`src/rtl/fetch_stage.sv`:
```
// -----------------------------------------------------------------------------
// fetch_stage
//   Instruction fetch stage plus the IF/ID pipeline register.
//   Owns the fetch PC and drives a req/ready instruction-memory handshake, so
//   wait-state memory or an I-cache can sit behind it. Honours hazard-unit
//   stall/flush and EX-stage redirect, and parks one instruction returned
//   while ID is stalled in a single-entry skid buffer.
//
//   Optional feature macro: FETCH_PERF_CNT_EN
//     defined   -> adds perf_fetched / perf_wait counters and output ports
//     undefined -> no counters, no extra ports
// -----------------------------------------------------------------------------
module fetch_stage #(
  parameter logic [31:0] RESET_PC  = 32'h0000_0000,
  parameter logic [31:0] NOP_INSTR = 32'h0000_0013
) (
  input  logic        clk,
  input  logic        reset,
  input  logic        stallD,
  input  logic        flushD,
  input  logic        redirect,
  input  logic [31:0] redirect_pc,
  output logic        imem_req,
  output logic [31:0] imem_addr,
  input  logic        imem_ready,
  input  logic [31:0] imem_rdata,
  output logic [31:0] instr_D,
  output logic [31:0] pc_D,
  output logic        valid_D
`ifdef FETCH_PERF_CNT_EN
  ,
  output logic [31:0] perf_fetched,
  output logic [31:0] perf_wait
`endif
);

  typedef enum logic [1:0] {
    IDLE  = 2'd0,
    FETCH = 2'd1,
    DROP  = 2'd2
  } state_e;

  // Fetch-side state
  state_e      state_q;
  logic        req_q;
  logic [31:0] addr_q;
  logic [31:0] pc_q;

  // IF/ID register
  logic [31:0] ifid_instr_q, ifid_instr_d;
  logic [31:0] ifid_pc_q,    ifid_pc_d;
  logic        ifid_valid_q, ifid_valid_d;

  // Skid buffer
  logic        skid_valid_q, skid_valid_d;
  logic [31:0] skid_instr_q, skid_instr_d;
  logic [31:0] skid_pc_q,    skid_pc_d;

  // Per-cycle decode
  logic [31:0] redirect_tgt;
  logic [31:0] pc_inc;
  logic        hs;
  logic        fetch_hs;
  logic        advance;
  logic        bubble;
  logic        wr_valid;

  assign redirect_tgt = redirect_pc & 32'hFFFF_FFFC;
  assign pc_inc       = pc_q + 32'd4;            // wraps mod 2^32
  assign hs           = req_q & imem_ready;
  // Only a FETCH-state response is real; a DROP-state response is the stale
  // pre-redirect fetch, and a same-cycle redirect discards the response too.
  assign fetch_hs     = (state_q == FETCH) & hs & ~redirect;
  assign advance      = ~stallD & ~flushD;
  assign bubble       = flushD | redirect;
  assign wr_valid     = ~bubble & ~stallD & (skid_valid_q | fetch_hs);

  // IF/ID and skid next-state: bubble beats stall, skid drains before new data.
  // A response arriving while ID cannot take it (stall or flush) is parked in
  // the skid so the instruction stream stays intact; only redirect kills it.
  always_comb begin
    // NOTE: every output of a combinational block gets a default first so no
    // path leaves it unassigned, which would otherwise infer a latch.
    ifid_instr_d = ifid_instr_q;
    ifid_pc_d    = ifid_pc_q;
    ifid_valid_d = ifid_valid_q;
    skid_valid_d = skid_valid_q;
    skid_instr_d = skid_instr_q;
    skid_pc_d    = skid_pc_q;

    if (bubble) begin
      ifid_instr_d = NOP_INSTR;
      ifid_pc_d    = 32'h0;
      ifid_valid_d = 1'b0;
    end else if (!stallD) begin
      if (skid_valid_q) begin
        ifid_instr_d = skid_instr_q;
        ifid_pc_d    = skid_pc_q;
        ifid_valid_d = 1'b1;
      end else if (fetch_hs) begin
        ifid_instr_d = imem_rdata;
        ifid_pc_d    = pc_q;
        ifid_valid_d = 1'b1;
      end else begin
        ifid_instr_d = NOP_INSTR;
        ifid_pc_d    = 32'h0;
        ifid_valid_d = 1'b0;
      end
    end

    if (redirect) begin
      skid_valid_d = 1'b0;
    end else if (fetch_hs && !advance) begin
      skid_valid_d = 1'b1;
      skid_instr_d = imem_rdata;
      skid_pc_d    = pc_q;
    end else if (skid_valid_q && advance) begin
      skid_valid_d = 1'b0;
    end
  end

  // Fetch FSM: PC, request and address are registered so imem_addr is stable
  // for the whole life of a request.
  always_ff @(posedge clk or negedge reset) begin
    // NOTE: sequential state uses non-blocking assignments so every flop
    // samples pre-edge values regardless of statement order.
    if (!reset) begin
      state_q <= IDLE;
      req_q   <= 1'b0;
      addr_q  <= RESET_PC;
      pc_q    <= RESET_PC;
    end else if (redirect) begin
      pc_q <= redirect_tgt;
      if (req_q && !imem_ready) begin
        // Outstanding request cannot be retracted: wait it out in DROP.
        state_q <= DROP;
      end else begin
        state_q <= FETCH;
        req_q   <= 1'b1;
        addr_q  <= redirect_tgt;
      end
    end else begin
      case (state_q)
        IDLE: begin
          state_q <= FETCH;
          req_q   <= 1'b1;
          addr_q  <= pc_q;
        end
        FETCH: begin
          if (hs) begin
            pc_q <= pc_inc;
            if (advance) begin
              addr_q <= pc_inc;
            end else begin
              req_q <= 1'b0;             // response parked in skid; pause
            end
          end else if (!req_q && advance) begin
            req_q  <= 1'b1;              // skid drains this edge; resume
            addr_q <= pc_q;
          end
        end
        DROP: begin
          if (imem_ready) begin
            state_q <= FETCH;
            addr_q  <= pc_q;             // latched redirect target
          end
        end
        default: begin
          state_q <= IDLE;
          req_q   <= 1'b0;
        end
      endcase
    end
  end

  // IF/ID register and skid occupancy flag.
  always_ff @(posedge clk or negedge reset) begin
    if (!reset) begin
      ifid_instr_q <= NOP_INSTR;
      ifid_pc_q    <= 32'h0;
      ifid_valid_q <= 1'b0;
      skid_valid_q <= 1'b0;
    end else begin
      ifid_instr_q <= ifid_instr_d;
      ifid_pc_q    <= ifid_pc_d;
      ifid_valid_q <= ifid_valid_d;
      skid_valid_q <= skid_valid_d;
    end
  end

  // Skid payload, qualified by skid_valid_q.
  always_ff @(posedge clk) begin
    // NOTE: payload storage has no reset; its valid flag is reset instead,
    // which keeps reset fan-out to control state only.
    skid_instr_q <= skid_instr_d;
    skid_pc_q    <= skid_pc_d;
  end

`ifdef FETCH_PERF_CNT_EN
  logic [31:0] perf_fetched_q;
  logic [31:0] perf_wait_q;

  // Wrapping event counters: valid IF/ID writes and memory wait cycles.
  always_ff @(posedge clk or negedge reset) begin
    if (!reset) begin
      perf_fetched_q <= 32'h0;
      perf_wait_q    <= 32'h0;
    end else begin
      if (wr_valid) perf_fetched_q <= perf_fetched_q + 32'd1;
      if (req_q && !imem_ready) perf_wait_q <= perf_wait_q + 32'd1;
    end
  end

  assign perf_fetched = perf_fetched_q;
  assign perf_wait    = perf_wait_q;
`else
  logic unused_perf;
  assign unused_perf = wr_valid;
`endif

  assign imem_req  = req_q;
  assign imem_addr = addr_q;
  assign instr_D   = ifid_instr_q;
  assign pc_D      = ifid_pc_q;
  assign valid_D   = ifid_valid_q;

endmodule
```
`config.mk`:
```
export PLATFORM = sky130hd
export DESIGN_NAME = fetch_stage
export DESIGN_NICKNAME = d
export VERILOG_FILES = /design/src/rtl/fetch_stage.sv
export SDC_FILE = /design/constraint.sdc
export NUM_CORES = 1
export LEC_CHECK = 0
export BUFFER_PORTS_ARGS = -buffer_cell sky130_fd_sc_hd__buf_2
export CAP_MARGIN = 15
export CORE_ASPECT_RATIO = 1.5
export CORE_UTILIZATION = 57
export CTS_CLUSTER_DIAMETER = 200
export DETAILED_ROUTE_END_ITERATION = 6
export GPL_TIMING_DRIVEN = 0
export PLACE_DENSITY = 0.89
export SYNTH_ARGS = -nofsm -noshare
export SYNTH_HDL_FRONTEND = slang
export SYNTH_SLANG_ARGS = --single-unit
```
`constraint.sdc`:
```
create_clock -name clk -period 12.7 [get_ports clk]
set_input_delay 1.27 -clock clk [delete_from_list [all_inputs] [get_ports clk]]
set_output_delay 1.27 -clock clk [all_outputs]
set_load 0.01 [all_outputs]
```
==> qor.yml <==
run_status:
  status: "complete, no violations"
routing:
  vias: 6408
  first_iter_violations: 378
  ant_nets: 0
  wire_per_inst_um: 17.5
  via_per_inst: 5.71
  drtPass1Iterations: 5
  routed_wirelength_mm: 19.6
  route.detailed.drc: 0
yosys:
  synthArstFlopShare: 0.675
  synthFlopType: "dfrtp_1"
  syn_inst: 726
  yosysSeqAreaShare: 0.622
  synthesis.nets: 797
  netlist_area_sq_um: 8190
  ys_warn_count: 0
  syn-mean-instance-area_sq_um: 11.3
  synth.distinct_cells: 53
  ys_ff_latch: 191
  synth_edf_count: 62
layout:
  drive_above_1_share: 0.266
  area_growth_pct: 20.9
  fillers: 1020
  seqCellArea_sq_um: 5090
  multi_input_area_sq_um: 2850
  final_nets: 988
  n_antenna_cell: 0
sta:
  setup_viol: 0
  rsz0062_at_grt: "no"
  fin_setup_tns_ns: 0
  relSlewSlack: 0.367
  final.period_utilization: 0.253
  worstMarginPinSlew_ns: 0.942
  final-hold-violation-count: 0
  drv_slew: 0
  fin_skew_ns: 0.0132
  min_period_ns: 3.22
  fmax_mhz: 311
pwr:
  p_seq_frac: 0.517
  p_total_mw: 1.39
  clkPwrFrac: 0.351
  switching_share: 0.271
  p_leak_nw: 4.30
  power.switching_mw: 0.375
  combPwrFrac: 0.132
  power_density_nw_per_um2: 140
  max-vdd-ir-drop_mv: 0.101
  power.internal_mw: 1.01
global_routing:
  grt_pass1_vias: 6339
  grt_pass1_wl_mm: 31.4
  antenna_found_initial: 0
  grt-ovfl-total: 0
  grt_max_degree: 68
  grt_usage: 0.275
setup_path:
  cp-start-kind: "input pin"
  critPathArrivalTime_ns: 3.56
  cp-startpoint: "imem_ready"
  reg2reg_from: "state_q[1]"
  endpoint_kind: "flop"
  worstReg2RegEnd: "pc_D[16]"
  critPathKind: "input pin to flop"
  crit_required_ns: 13.04
  ff2ff_path_depth: 8
  crit_fanout: 10
  reg2reg_slack_ns: 9.93
floorplan:
  rows: 53
  num_io_pins: 168
  coreArea_sq_um: 14000
  start_util: 0.585
  die-height_um: 149
  die_w_um: 99.8
  die_area_sq_um: 14900
place:
  io_buffers: 165
  gp_congestion: 0.945
  dpl.hpwl_mm: 14.6
clock_network:
  clockBufferDepth: 2
  cts-root-buf: "clkbuf_16"
  cts_sinks: 191
  clk_pin_slew_ns: 0.07
  cts_inserted_buffers: 17
  clkLatencyLatePin_ns: 0.42
  cts_post_setup_buffers_inserted: 0
  cts_hold_buf: 0
  cts_max_level: 4
  cts_tree: "done"
  cts_resized: 0
worst_hold_path:
  hp-class: "flop to flop"
  hold_depth: 0
  min_from: "pc_q[23]"
  hold_end: "skid_pc_q[23]"
run:
  maxCapViolCount: 0
cell usage in the layout (no fill, tap or decap), drive strengths merged, types with 5 or more instances in the layout:
| master | synthesis | routed |
|---|---|---|
| nor4 | 9 | 9 |
| a22o | 59 | 59 |
| buf | 13 | 185 |
| mux2 | 25 | 25 |
| xor2 | 6 | 6 |
| clkinvlp | 0 | 5 |
| nand3 | 13 | 13 |
| o21ai | 79 | 79 |
| nand2 | 160 | 160 |
| nor2 | 24 | 24 |
| dfrtp | 126 | 126 |
| edfxtp | 62 | 62 |
| nor3 | 10 | 10 |
| inv | 10 | 15 |
| clkbuf | 39 | 57 |
| nand4 | 10 | 10 |
| a21oi | 6 | 6 |
| xnor2 | 9 | 9 |
cell type report:
cell class	count	share of cell area
flip-flops and latches	191	0.515
multi-input cells	473	0.288
repair buffers	172	0.0937
clock buffers	18	0.0434
well taps	192	0.0243
plain buffers	52	0.0211
clock inverters	14	0.0110
inverters	10	0.00379
metrics by stage:
step,utilization,worst slack (ns),area [sq um],std cells,hold WS [ns]
floorplan,-,6.01,8190,726,0.423
global placement,0.661,3.96,9250,1083,0.452
detailed placement,0.669,9.10,9360,1090,0.449
CTS,0.707,9.48,9900,1122,0.466
global route,0.707,9.28,9900,1122,0.487
finish,0.707,9.48,9900,1122,0.473
kinds of logic (layout without fill, tap and decap cells):
| group | count (synthesis) | in the layout | synth area share |
|---|---|---|---|
| muxes | 29 | 29 | 0.0397 |
| AOI/OAI and AO/OA | 174 | 174 | 0.148 |
| xor gates and xnor gates | 15 | 15 | 0.0161 |
| and+or+nand+nor | 254 | 254 | 0.142 |
| buffers and inverters | 62 | 266 | 0.0301 |
| adders and majority gates | 1 | 1 | 0.00153 |
| DFF | 191 | 191 | 0.622 |
power by group through the flow:
stage | sequential, mW | combinational (mW) | clock [mW]
2_1_floorplan | 0.735 | 0.0912 | 0
3_3_place_gp | 0.728 | 0.173 | 0
3_5_place_dp | 0.727 | 0.182 | 0
4_1_cts | 0.716 | 0.184 | 0.491
5_1_grt | 0.722 | 0.202 | 0.518
6_report | 0.717 | 0.183 | 0.487
synthesized netlist by cell type, drive strengths merged, types with 2 or more instances:
master | count | area share
a21o | 2 | 0.0018
a21oi | 6 | 0.0037
a221o | 4 | 0.0049
a22o | 59 | 0.063
a311o | 4 | 0.0049
a311oi | 2 | 0.0021
a31o | 2 | 0.0021
a31oi | 4 | 0.0038
and2 | 4 | 0.0031
and3 | 4 | 0.0031
and4 | 3 | 0.0032
buf | 13 | 0.0076
clkbuf | 39 | 0.018
dfrtp | 126 | 0.39
dfstp | 3 | 0.0096
edfxtp | 62 | 0.23
inv | 10 | 0.0046
mux2 | 25 | 0.035
mux2i | 4 | 0.0049
nand2 | 160 | 0.073
nand2b | 2 | 0.0015
nand3 | 13 | 0.010
nand4 | 10 | 0.0084
nor2 | 24 | 0.011
nor2b | 4 | 0.0031
nor3 | 10 | 0.0061
nor4 | 9 | 0.0084
o21ai | 79 | 0.048
o221ai | 4 | 0.0043
o311ai | 3 | 0.0041
o31ai | 3 | 0.0028
or3 | 3 | 0.0023
or4 | 3 | 0.0032
xnor2 | 9 | 0.0096
xor2 | 6 | 0.0064
routing by layer:
| layer | vias up | wire length [um] | GRT usage |
|---|---|---|---|
| met1 | 3077 | 7800 | 0.336 |
| met3 | 52 | 1030 | 0.0370 |
| met4 | 0 | 684 | 0.131 |
| met2 | 280 | 10100 | 0.480 |
| li1 | 2999 | - | - |
| met5 | - | 0 | 0 |
flip-flops by register name (all words and copies together), names as in the netlist:
name          cells
imem_req          1
skid_pc_q        30
pc_D             31
skid_valid_q      1
skid_instr_q     32
pc_q             30
valid_D           1
state_q           2
instr_D          32
imem_addr        31
how the worst max path moves through the flow:
stage | cells after the start | slack [ns] | endpoint
2_1_floorplan | 4 | 6.01 | skid_instr_q[0]
3_3_place_gp | 5 | 3.96 | skid_instr_q[7]
3_5_place_dp | 6 | 9.10 | pc_D[16]
4_1_cts | 6 | 9.48 | pc_D[16]
5_1_grt | 9 | 9.28 | pc_D[16]
6_report | 9 | 9.48 | pc_D[16]
worst max-delay path, stage by stage:
cell and delay [ns]:
buf_2 0.12, nand4b_1 0.19, clkbuf_1 0.31, nor2_1 0.52, buf_2 0.33, buf_1 0.36, nand2_1 0.10, o21ai_0 0.17
a22o_1 0.17
Power figures use the tool's default switching activity.
